[config.mk]
export PLATFORM = sky130hd
export DESIGN_NAME = cdb_arbiter
export DESIGN_NICKNAME = d
export VERILOG_FILES = /design/src/rtl/cdb_arbiter.sv
export SDC_FILE = /design/constraint.sdc
export NUM_CORES = 1
export LEC_CHECK = 0
export CORE_MARGIN = 2
export CORE_UTILIZATION = 54
export CTS_CLUSTER_DIAMETER = 80
export DETAILED_ROUTE_END_ITERATION = 12
export PLACE_DENSITY = 0.94
export SYNTH_ARGS = -nofsm -noshare
export SYNTH_HDL_FRONTEND = slang
export SYNTH_SLANG_ARGS = --single-unit
[constraint.sdc]
create_clock -name clock -period 6.4 [get_ports clock]
set_input_delay 1.28 -clock clock [delete_from_list [all_inputs] [get_ports clock]]
set_output_delay 1.28 -clock clock [all_outputs]
set_load 0.05 [all_outputs]
[src/rtl/cdb_arbiter.sv]
// Common data bus arbiter: one holding buffer per functional unit, round-robin
// grant of one buffered result per cycle onto a registered broadcast bus.
package cdb_arbiter_pkg;
    localparam int unsigned TAG_W = 6;

    typedef struct packed {
        logic [TAG_W-1:0] num;
        logic             ready;
    } reg_t;
endpackage

module cdb_arbiter
    import cdb_arbiter_pkg::*;
#(
    parameter int unsigned NUM_FU = 5,
    parameter int unsigned TAG_W  = cdb_arbiter_pkg::TAG_W
) (
    input  logic              clock,
    input  logic              reset,
    input  logic              squash,
    input  logic [NUM_FU-1:0] fu_done,
    input  reg_t [NUM_FU-1:0] fu_tag,
    output logic [NUM_FU-1:0] fu_stall,
    output logic              cdb_ready,
    output reg_t              cdb_tag,
    output logic [NUM_FU-1:0] free
);

    localparam int unsigned PTR_W = (NUM_FU > 1) ? $clog2(NUM_FU) : 1;

    logic [NUM_FU-1:0] valid_q, valid_d;
    logic [TAG_W-1:0]  tag_q [NUM_FU];
    logic [TAG_W-1:0]  tag_d [NUM_FU];
    logic [PTR_W-1:0]  rr_q, rr_d;
    logic              cdb_ready_q, cdb_ready_d;
    reg_t              cdb_tag_q, cdb_tag_d;

    logic [NUM_FU-1:0] grant;
    logic              grant_vld;
    logic [PTR_W-1:0]  grant_idx;
    int unsigned       scan;

    // Round-robin search starting at rr_q, wrapping at NUM_FU-1.
    always_comb begin
        grant_vld = 1'b0;
        grant_idx = '0;
        scan      = 0;
        for (int unsigned k = 0; k < NUM_FU; k++) begin
            scan = 32'(rr_q) + k;
            if (scan >= NUM_FU) begin
                scan = scan - NUM_FU;
            end
            if (!grant_vld && valid_q[PTR_W'(scan)]) begin
                grant_vld = 1'b1;
                grant_idx = PTR_W'(scan);
            end
        end
        grant = grant_vld ? (NUM_FU'(1) << grant_idx) : '0;
    end

    // A granted buffer is free to take a new result on the same edge.
    always_comb begin
        valid_d     = valid_q;
        tag_d       = tag_q;
        rr_d        = rr_q;
        cdb_ready_d = 1'b0;
        cdb_tag_d   = '0;
        if (squash) begin
            valid_d = '0;
            rr_d    = '0;
        end else begin
            if (grant_vld) begin
                valid_d[grant_idx] = 1'b0;
                rr_d = (32'(grant_idx) == NUM_FU - 1) ? '0 : grant_idx + 1'b1;
                // Tag 0 means no destination: slot is consumed but nothing is broadcast.
                if (tag_q[grant_idx] != '0) begin
                    cdb_ready_d     = 1'b1;
                    cdb_tag_d.num   = tag_q[grant_idx];
                    cdb_tag_d.ready = 1'b1;
                end
            end
            for (int unsigned i = 0; i < NUM_FU; i++) begin
                if (fu_done[i] && (!valid_q[i] || grant[i])) begin
                    valid_d[i] = 1'b1;
                    tag_d[i]   = fu_tag[i].num;
                end
            end
        end
    end

    always_ff @(posedge clock or posedge reset) begin
        if (reset) begin
            valid_q     <= '0;
            rr_q        <= '0;
            cdb_ready_q <= 1'b0;
            cdb_tag_q   <= '0;
            for (int unsigned i = 0; i < NUM_FU; i++) begin
                tag_q[i] <= '0;
            end
        end else begin
            valid_q     <= valid_d;
            rr_q        <= rr_d;
            cdb_ready_q <= cdb_ready_d;
            cdb_tag_q   <= cdb_tag_d;
            for (int unsigned i = 0; i < NUM_FU; i++) begin
                tag_q[i] <= tag_d[i];
            end
        end
    end

    assign fu_stall  = squash ? '0 : (valid_q & ~grant);
    assign free      = ~valid_q;
    assign cdb_ready = cdb_ready_q;
    assign cdb_tag   = cdb_tag_q;

endmodule

==> out/results.tsv <==
metric	value	unit
slowest_stage	ha_1	
grt_pass1_wl	16600	um
clk_pin_slew	0.09	ns
syn-num-nets	411	
finalInstanceArea	0.00417	mm2
grt_util_all_layers	0.297	
die_w	83.7	um
gp_congestion	0.895	
boundaryPins	61	
cts_root_buf	clkbuf_8	
status	finished, final reports clean	
max_freq	168	MHz
wl_per_cell	21.3	um
first_global_vias	3287	
drtAntennaViolNets	0	
synth_cells	354	
synthArstFlopShare	1.00	
fin_nets	463	
num_rows	29	
avgSynthCellArea	9.70	um2
drc_errors	0	
clock_skew	0.00590	ns
drtIter0Drc	318	
via_per_inst	6.87	
firstDrtPassIters	5	
die_area	0.00701	mm2
setup_viol	0	
layout-area-overhead-vs-synth	21.5	%
grt-ovfl-total	0	
post-synth-top-count-cell	dfrtp_1	
min_period	5.96	ns
start_util	0.550	
cts-htree-levels	2	
synth-seq-cells	45	
hp-class	register to register	
seq_area_frac_synth	0.328	
die_h	83.7	um
port_buffers	55	
fin_setup_tns	0	ns
antenna_cells	0	
crit_buf_inv	4	
place_area	0.00406	mm2
dp_hpwl	7120	um
yosysTopAreaCell	dfrtp_1	
finalMaxSlewViolations	0	
regArea	0.00113	mm2
clock_path_buffers	2	
maxSlewHeadroom	0.485	
path_class	register to output port	
synth_area	0.00343	mm2
synth_area_leaders	dfrtp_1 (33%), mux2_2 (9.2%), mux2i_1 (6.1%)	
post_cts_buffers	0	
cts_resized	0	
cpPeakStageDelay	0.64	ns
clock_latency	0.31	ns
hold_buffers	0	
worst_setup_path_end_kind	output port	
ys.flop_type	dfrtp_1	
hold_viol	0	
synth.top_cell.area_share	0.328	
cp_cell_sequence	inv_1 > ha_1 > nand2b_1 > mux2i_1 > a32oi_1 > o211ai_2 > or4_4 > o221a_1 > nor2_2 > buf_4 > inv_1 > ha_1 > nand2_1 > and3_1 > buf_12	
crit_family	simple AND/OR/NAND/NOR gates	
cp.arrival	4.68	ns
drive_gt1_frac	0.189	
num-fill-cells	455	
antenna_found_initial	0	
numCtsBuffers	5	
startpoint_type	register	
ys_warn_count	0	
grt_max_degree	46	
synthDistinctLibCells	75	
vias	3327	
critPathMaxFanout	21	
fin_crit_sh	0.931	
cts_tree	done	
synth_common_cells	dfrtp_1 (45), nand2_1 (31), mux2_2 (28)	
tightest_slew	0.766	ns
rsz0062_at_grt	false	
synth_edf_count	0	
cp_data_required_time	5.12	ns
multi_input_area	0.00215	mm2
cts.sinks	45	
fp.coreArea	0.00624	mm2
wl	10300	um
drv_cap	0	
-- routing by layer --
metal | GRT usage | wire [um]
met3 | 0.0495 | 823
met2 | 0.523 | 5210
met5 | 0 | 0
met4 | 0.151 | 546
met1 | 0.348 | 3710
-- sequential cells by signal (all words and copies together), names as in the netlist --
register   cells
tag_q         30
cdb_tag        6
valid_q        5
rr_q           3
cdb_ready      1
-- through the flow --
stage	hold slack (ns)	worst slack [ns]	cells	util
after floorplan	0.451	0.890	354	-
after global placement	0.467	1.04	476	0.651
after detailed placement	0.491	0.936	476	0.651
after CTS	0.517	0.539	484	0.669
after global routing	0.535	0.260	484	0.669
final	0.513	0.439	484	0.669
-- logic make-up after synthesis --
family / Yosys count / synth area share
simple gates: 108 / 0.171
buf+inv: 34 / 0.0463
xor+xnor: 4 / 0.0102
compound gates: 96 / 0.221
mux: 53 / 0.171
fa+ha+maj: 14 / 0.0532
flops: 45 / 0.328
-- cells in the final DEF, fill, tap and decap left out, types with 6 or more instances in the layout --
cell / Yosys / layout
a211oi_1: 6 / 6
a21oi_1: 20 / 20
buf_4: 3 / 8
clkdlybuf4s50_1: 0 / 50
dfrtp_1: 45 / 45
ha_1: 13 / 13
inv_1: 15 / 14
mux2_2: 28 / 28
mux2i_1: 21 / 21
nand2_1: 31 / 31
nand2b_1: 6 / 6
nand3_1: 6 / 6
nor2_1: 20 / 20
o211ai_1: 7 / 7
o21ai_0: 11 / 11
or3_1: 8 / 8
-- final timing paths --
path | cells past startpoint | end | slack, ns | startpoint
min in group asynchronous | 3 | tag_q[20] | 1.43 | reset
hold reg to reg | 1 | tag_q[29] | 0.51 | tag_q[29]
max in group asynchronous | 3 | tag_q[7] | 4.60 | reset
hold / removal | 1 | tag_q[29] | 0.51 | tag_q[29]
setup reg to reg | 16 | tag_q[11] | 1.64 | rr_q[0]
setup / recovery | 15 | fu_stall[4] | 0.44 | rr_q[0]
-- final cells by class --
cell class | instances | share of cell area
Timing Repair Buffer | 61 | 0.149
Tap cell | 77 | 0.0231
Sequential cell | 45 | 0.270
Inverter | 18 | 0.0168
Clock buffer | 6 | 0.0174
Multi-Input combinational cell | 275 | 0.515
Clock inverter | 2 | 0.00930
Power is left out: the tool's default activity adds up to more than one toggle a clock period on the data nets, which glitch-free logic cannot reach.
==> patch 1: new RTL, config.mk and constraints unchanged <==
Change the parameter `NUM_FU` from 5 to 10.
--- a/src/rtl/cdb_arbiter.sv
+++ b/src/rtl/cdb_arbiter.sv
@@ -12,7 +12,7 @@
 module cdb_arbiter
     import cdb_arbiter_pkg::*;
 #(
-    parameter int unsigned NUM_FU = 5,
+    parameter int unsigned NUM_FU = 10,
     parameter int unsigned TAG_W  = cdb_arbiter_pkg::TAG_W
 ) (
     input  logic              clock,
Ports: changed (resized free, fu_done, fu_stall and fu_tag); port bits go from 61 to 111. The function was not compared with the original's and may differ.
==> patch 1 against the original RTL <==
  * Worst setup slack worse by 0.37 ns
  * Final area up 100%
  * Core utilization grew 3.0 points
  * Non-clock buffer count increased by 64
  * Area after synthesis rose by 96%
  * Register-to-register slack worse by 0.83 ns
  * Wire length grew 110%
  * Count of clock-buffer cells in the layout up 3
  * Sequential cell count up 36
Power is not shown: default switching activity piles up to over one toggle a cycle in this logic, so the estimate is an artifact.
==> patch 1: results (changes against the original RTL) <==
cts_max_level: 3  # was 2
syn_nets: 826  # was 411
drt_iter0_drc: 845  # was 318
grt_max_degree: 82  # was 46
yosysSeqAreaShare_pct: 30.1  # was 32.8%
largest_reg_flops: 60  # was 30
cts-root-buf: "clkbuf_16"  # was clkbuf_8
synthDistinctLibCells: 91  # was 75
use_met1_pct: 39.7  # was 34.8%
preCtsSetupSlack_ns: 0.221  # was 0.936 ns
drive_gt1_share_pct: 21.8  # was 18.9%
clk_pin_slew_ns: 0.07  # was 0.09 ns
dp_hpwl_um: 15400  # was 7120 um
grt_pass1_vias: 6532  # was 3287
fin_skew_ns: 0.0131  # was 0.00590 ns
fin_nets: 931  # was 463
grtUsageMet2_pct: 55.6  # was 52.3%
grt_pass1_wl_um: 34100  # was 16600 um
clock_latency_ns: 0.34  # was 0.31 ns
dr.pass1.iters: 9  # was 5
routabilityCongestion: 1.07  # was 0.895
status: "finished, final reports clean"  # unchanged
worstPathMaxFanout: 13  # was 21
wire_per_inst_um: 22.1  # was 21.3 um
port_buffers: 100  # was 55
worst_pin_slew_ns: 1.03  # was 0.766 ns
met3_usage_pct: 5.49  # was 4.95%
cp.arrival_ns: 5.05  # was 4.68 ns
==> patch 1: final timing paths <==
path	from	endpoint	slack, ns	depth (start not counted)
max reg2reg	rr_q[1]$_DFFE_PP0P_	cdb_ready$_DFF_PP0_	0.81	20
max in group asynchronous	reset	cdb_ready$_DFF_PP0_	4.14	3
min reg2reg	tag_q[21]$_DFFE_PP0P_	tag_q[21]$_DFFE_PP0P_	0.51	1
max	rr_q[1]$_DFFE_PP0P_	fu_stall[1]	0.07	18
min in group asynchronous	reset	tag_q[33]$_DFFE_PP0P_	1.56	3
min	tag_q[21]$_DFFE_PP0P_	tag_q[21]$_DFFE_PP0P_	0.51	1
==> patch 1: cells by family after synthesis <==
family                     Yosys count  synth area share [%]
and+or+nand+nor                    217                  16.8
AOI/OAI and AO/OA                  185                  19.5
muxes                              127                  21.7
DFF                                 81                  30.1
buffers and inverters               68                  4.80
adders and majority gates           24                  4.57
xor gates and xnor gates            17                  2.49
==> patch 1: repair_timing <==
item	CTS	global route
hold buffers	0	0
setup buffers	3	4
pin swaps	1	1
endpoints found under the setup margin	10	10
cloned	0	0
resized for setup	9	20
==> patch 1: area by class of cell <==
| class | instances | area, um^2 |
|---|---|---|
| Fill cell | 803 | 3650 |
| Sequential cell | 81 | 2030 |
| Tap cell | 168 | 210 |
| Clock buffer | 9 | 225 |
| Timing Repair Buffer | 125 | 1230 |
| Multi-Input combinational cell | 570 | 4520 |
| Clock inverter | 7 | 101 |
| Inverter | 37 | 144 |
==> patch 1: per-stage QoR <==
step | instances | TNS [ns] | instance area, um^2 | util (%) | hold slack [ns]
3_3_place_gp | 974 | 0 | 7940 | 65.6 | 0.473
3_5_place_dp | 974 | 0 | 7940 | 65.6 | 0.491
5_1_grt | 997 | -0.139 | 8460 | 69.8 | 0.516
2_1_floorplan | 719 | 0 | 6730 | - | 0.464
4_1_cts | 993 | 0 | 8330 | 68.8 | 0.503
6_report | 997 | 0 | 8460 | 69.8 | 0.508
==> patch 1: per-layer routing <==
layer	share of wire [%]	routed length [um]
met3	8.6	1890
met2	48	10600
met5	0	0
met4	6.3	1380
met1	37	8150
==> patch 1: critical path, stage by stage, from the launching register on <==
cell and delay (ns):
dfrtp_1 0.43, inv_2 0.11, buf_4 0.21, ha_1 0.22, ha_1 0.59, nor2b_1 0.31
o311ai_1 0.18, o21a_1 0.14, o211ai_1 0.33, nand3b_1 0.15, a2111oi_0 0.51, o31a_1 0.20
o22ai_1 0.07, and2_1 0.19, inv_2 0.20, nand2_2 0.19, o31ai_4 0.39, nor2_2 0.11
buf_12 0.17
==> patch 2: new RTL, same settings <==
Without the edit above. Make the reset (`reset`) synchronous in one clocked block.
--- a/src/rtl/cdb_arbiter.sv
+++ b/src/rtl/cdb_arbiter.sv
@@ -88,7 +88,7 @@
         end
     end
 
-    always_ff @(posedge clock or posedge reset) begin
+    always_ff @(posedge clock) begin
         if (reset) begin
             valid_q     <= '0;
             rr_q        <= '0;
Function: differs if reset is asserted again (counterexample within 4 cycles, from zero or initial values and one cycle with reset high); with reset held inactive, the same outputs for 4 cycles.
==> patch 2 against the original RTL <==
  * Final area down 5.4%
  * Wire length decreased by 11%
  * Worst setup slack got worse by 0.13 ns
  * Final cell count up 5.8%
  * Non-clock buffer count unchanged
  * Area after synthesis is 3.9% lower
  * Sequential cell count is the same
==> patch 2: results (changes against the original RTL) <==
worstPathMaxFanout: 11  # was 21
grt_pass1_wl_um: 14700  # was 16600 um
dr_total_vias: 3182  # was 3327
synth.cells.most_frequent: "mux2i_1, nor2_1, dfxtp_1, nand2_1"  # was dfrtp_1, nand2_1, mux2_2, mux2i_1
grt_pass1_vias: 3082  # was 3287
hold_depth: 2  # was 1
top_register: "tag_q"  # unchanged
status: "finished, final reports clean"  # unchanged
fin_skew_ns: 0.00607  # was 0.00590 ns
cp_top_family: "simple AND/OR/NAND/NOR gates"  # unchanged
yosys-top-cells-area: "dfxtp_1, mux2i_1, nor2_1, ha_1, nand2_1"  # was dfrtp_1, mux2_2, mux2i_1, ha_1, nand2_1
max_stage_delay_ns: 0.50  # was 0.64 ns
synthDistinctLibCells: 68  # was 75
relSlewSlack_pct: 55.6  # was 48.5%
grt_max_degree: 32  # was 46
cp_slowest_cell: "fa_1"  # was ha_1
cts.path.max_buffers: 2  # unchanged
wire_per_inst_um: 17.8  # was 21.3 um
grtUsageMet2_pct: 47.0  # was 52.3%
wl_um: 9130  # was 10300 um
track_usage_pct: 28.4  # was 29.7%
yosysSeqAreaShare_pct: 27.3  # was 32.8%
synthFlopType: "dfxtp_1"  # was dfrtp_1
antenna_found_initial: 0  # unchanged
min-delay-start: "tag_q[23]$_SDFFE_PP0P_"  # was tag_q[29]$_DFFE_PP0P_
use_met1_pct: 36.0  # was 34.8%
rr_worst_depth: 16  # unchanged
routabilityCongestion: 0.949  # was 0.895
place_area_mm2: 0.00383  # was 0.00406 mm^2
drt_iter0_drc: 358  # was 318
fin_nets: 493  # was 463
placedCellCount: 504  # was 476
met3_usage_pct: 5.87  # was 4.95%
syn_avg_cell_area_um2: 8.33  # was 9.70 um^2
crit_start: "rr_q[1]$_SDFFE_PP0P_"  # was rr_q[0]$_DFFE_PP0P_
drive_gt1_share_pct: 9.61  # was 18.9%
fillers: 423  # was 455
syn_nets: 453  # was 411
async_flop_share_pct: 0  # was 100%
dp_hpwl_um: 6570  # was 7120 um
dr.pass1.iters: 8  # was 5
patch 2: area by class of cell:
type,instances,area [um^2],area share [%]
Clock buffer,7,86.3,2.19
Inverter,22,82.6,2.09
Timing Repair Buffer,61,608,15.4
Clock inverter,1,30.0,0.760
Sequential cell,45,901,22.8
Multi-Input combinational cell,301,2150,54.4
Tap cell,75,93.8,2.38
patch 2: metrics by stage:
stage          setup WS (ns)  utilization, %  total power [mW]  hold WS (ns)
2_1_floorplan          0.735               -              1.33         0.460
5_1_grt               0.0411            66.7              1.90         0.536
3_5_place_dp           0.751            64.7              1.53         0.484
3_3_place_gp           0.864            64.7              1.48         0.472
6_report               0.305            66.7              1.79         0.502
4_1_cts                0.345            66.7              1.76         0.503
patch 2: final timing paths:
kind | endpoint | slack [ns]
max reg2reg | tag_q[28]$_SDFFE_PP0P_ | 1.28
min reg2reg | tag_q[23]$_SDFFE_PP0P_ | 0.50
min | tag_q[23]$_SDFFE_PP0P_ | 0.50
max | fu_stall[3] | 0.31
patch 2: cells by family (layout without fill, tap and decap cells):
logic type               count (synthesis)  count (layout)  synth area share [%]
AND/OR/NAND/NOR                        144             144                  23.1
AO/OA/AOI/OAI                           90              90                  20.4
multiplexers                            50              50                  15.2
buffers and inverters                   50              91                  7.59
flip-flops                              45              45                  27.3
adder cells (fa/ha/maj)                 14              14                  5.54
XOR/XNOR                                 3               3                 0.797
patch 2: routing by layer:
layer | wire [um] | up-vias
met4 | 282 | 0
met3 | 686 | 35
met1 | 3700 | 1498
met5 | 0 | -
li1 | - | 1492
met2 | 4460 | 157
patch 2: where the power goes:
part / internal (mW) / switching (mW)
clock network: 0.127 / 0.0965
registers: 0.307 / 0.0293
logic: 0.460 / 0.768
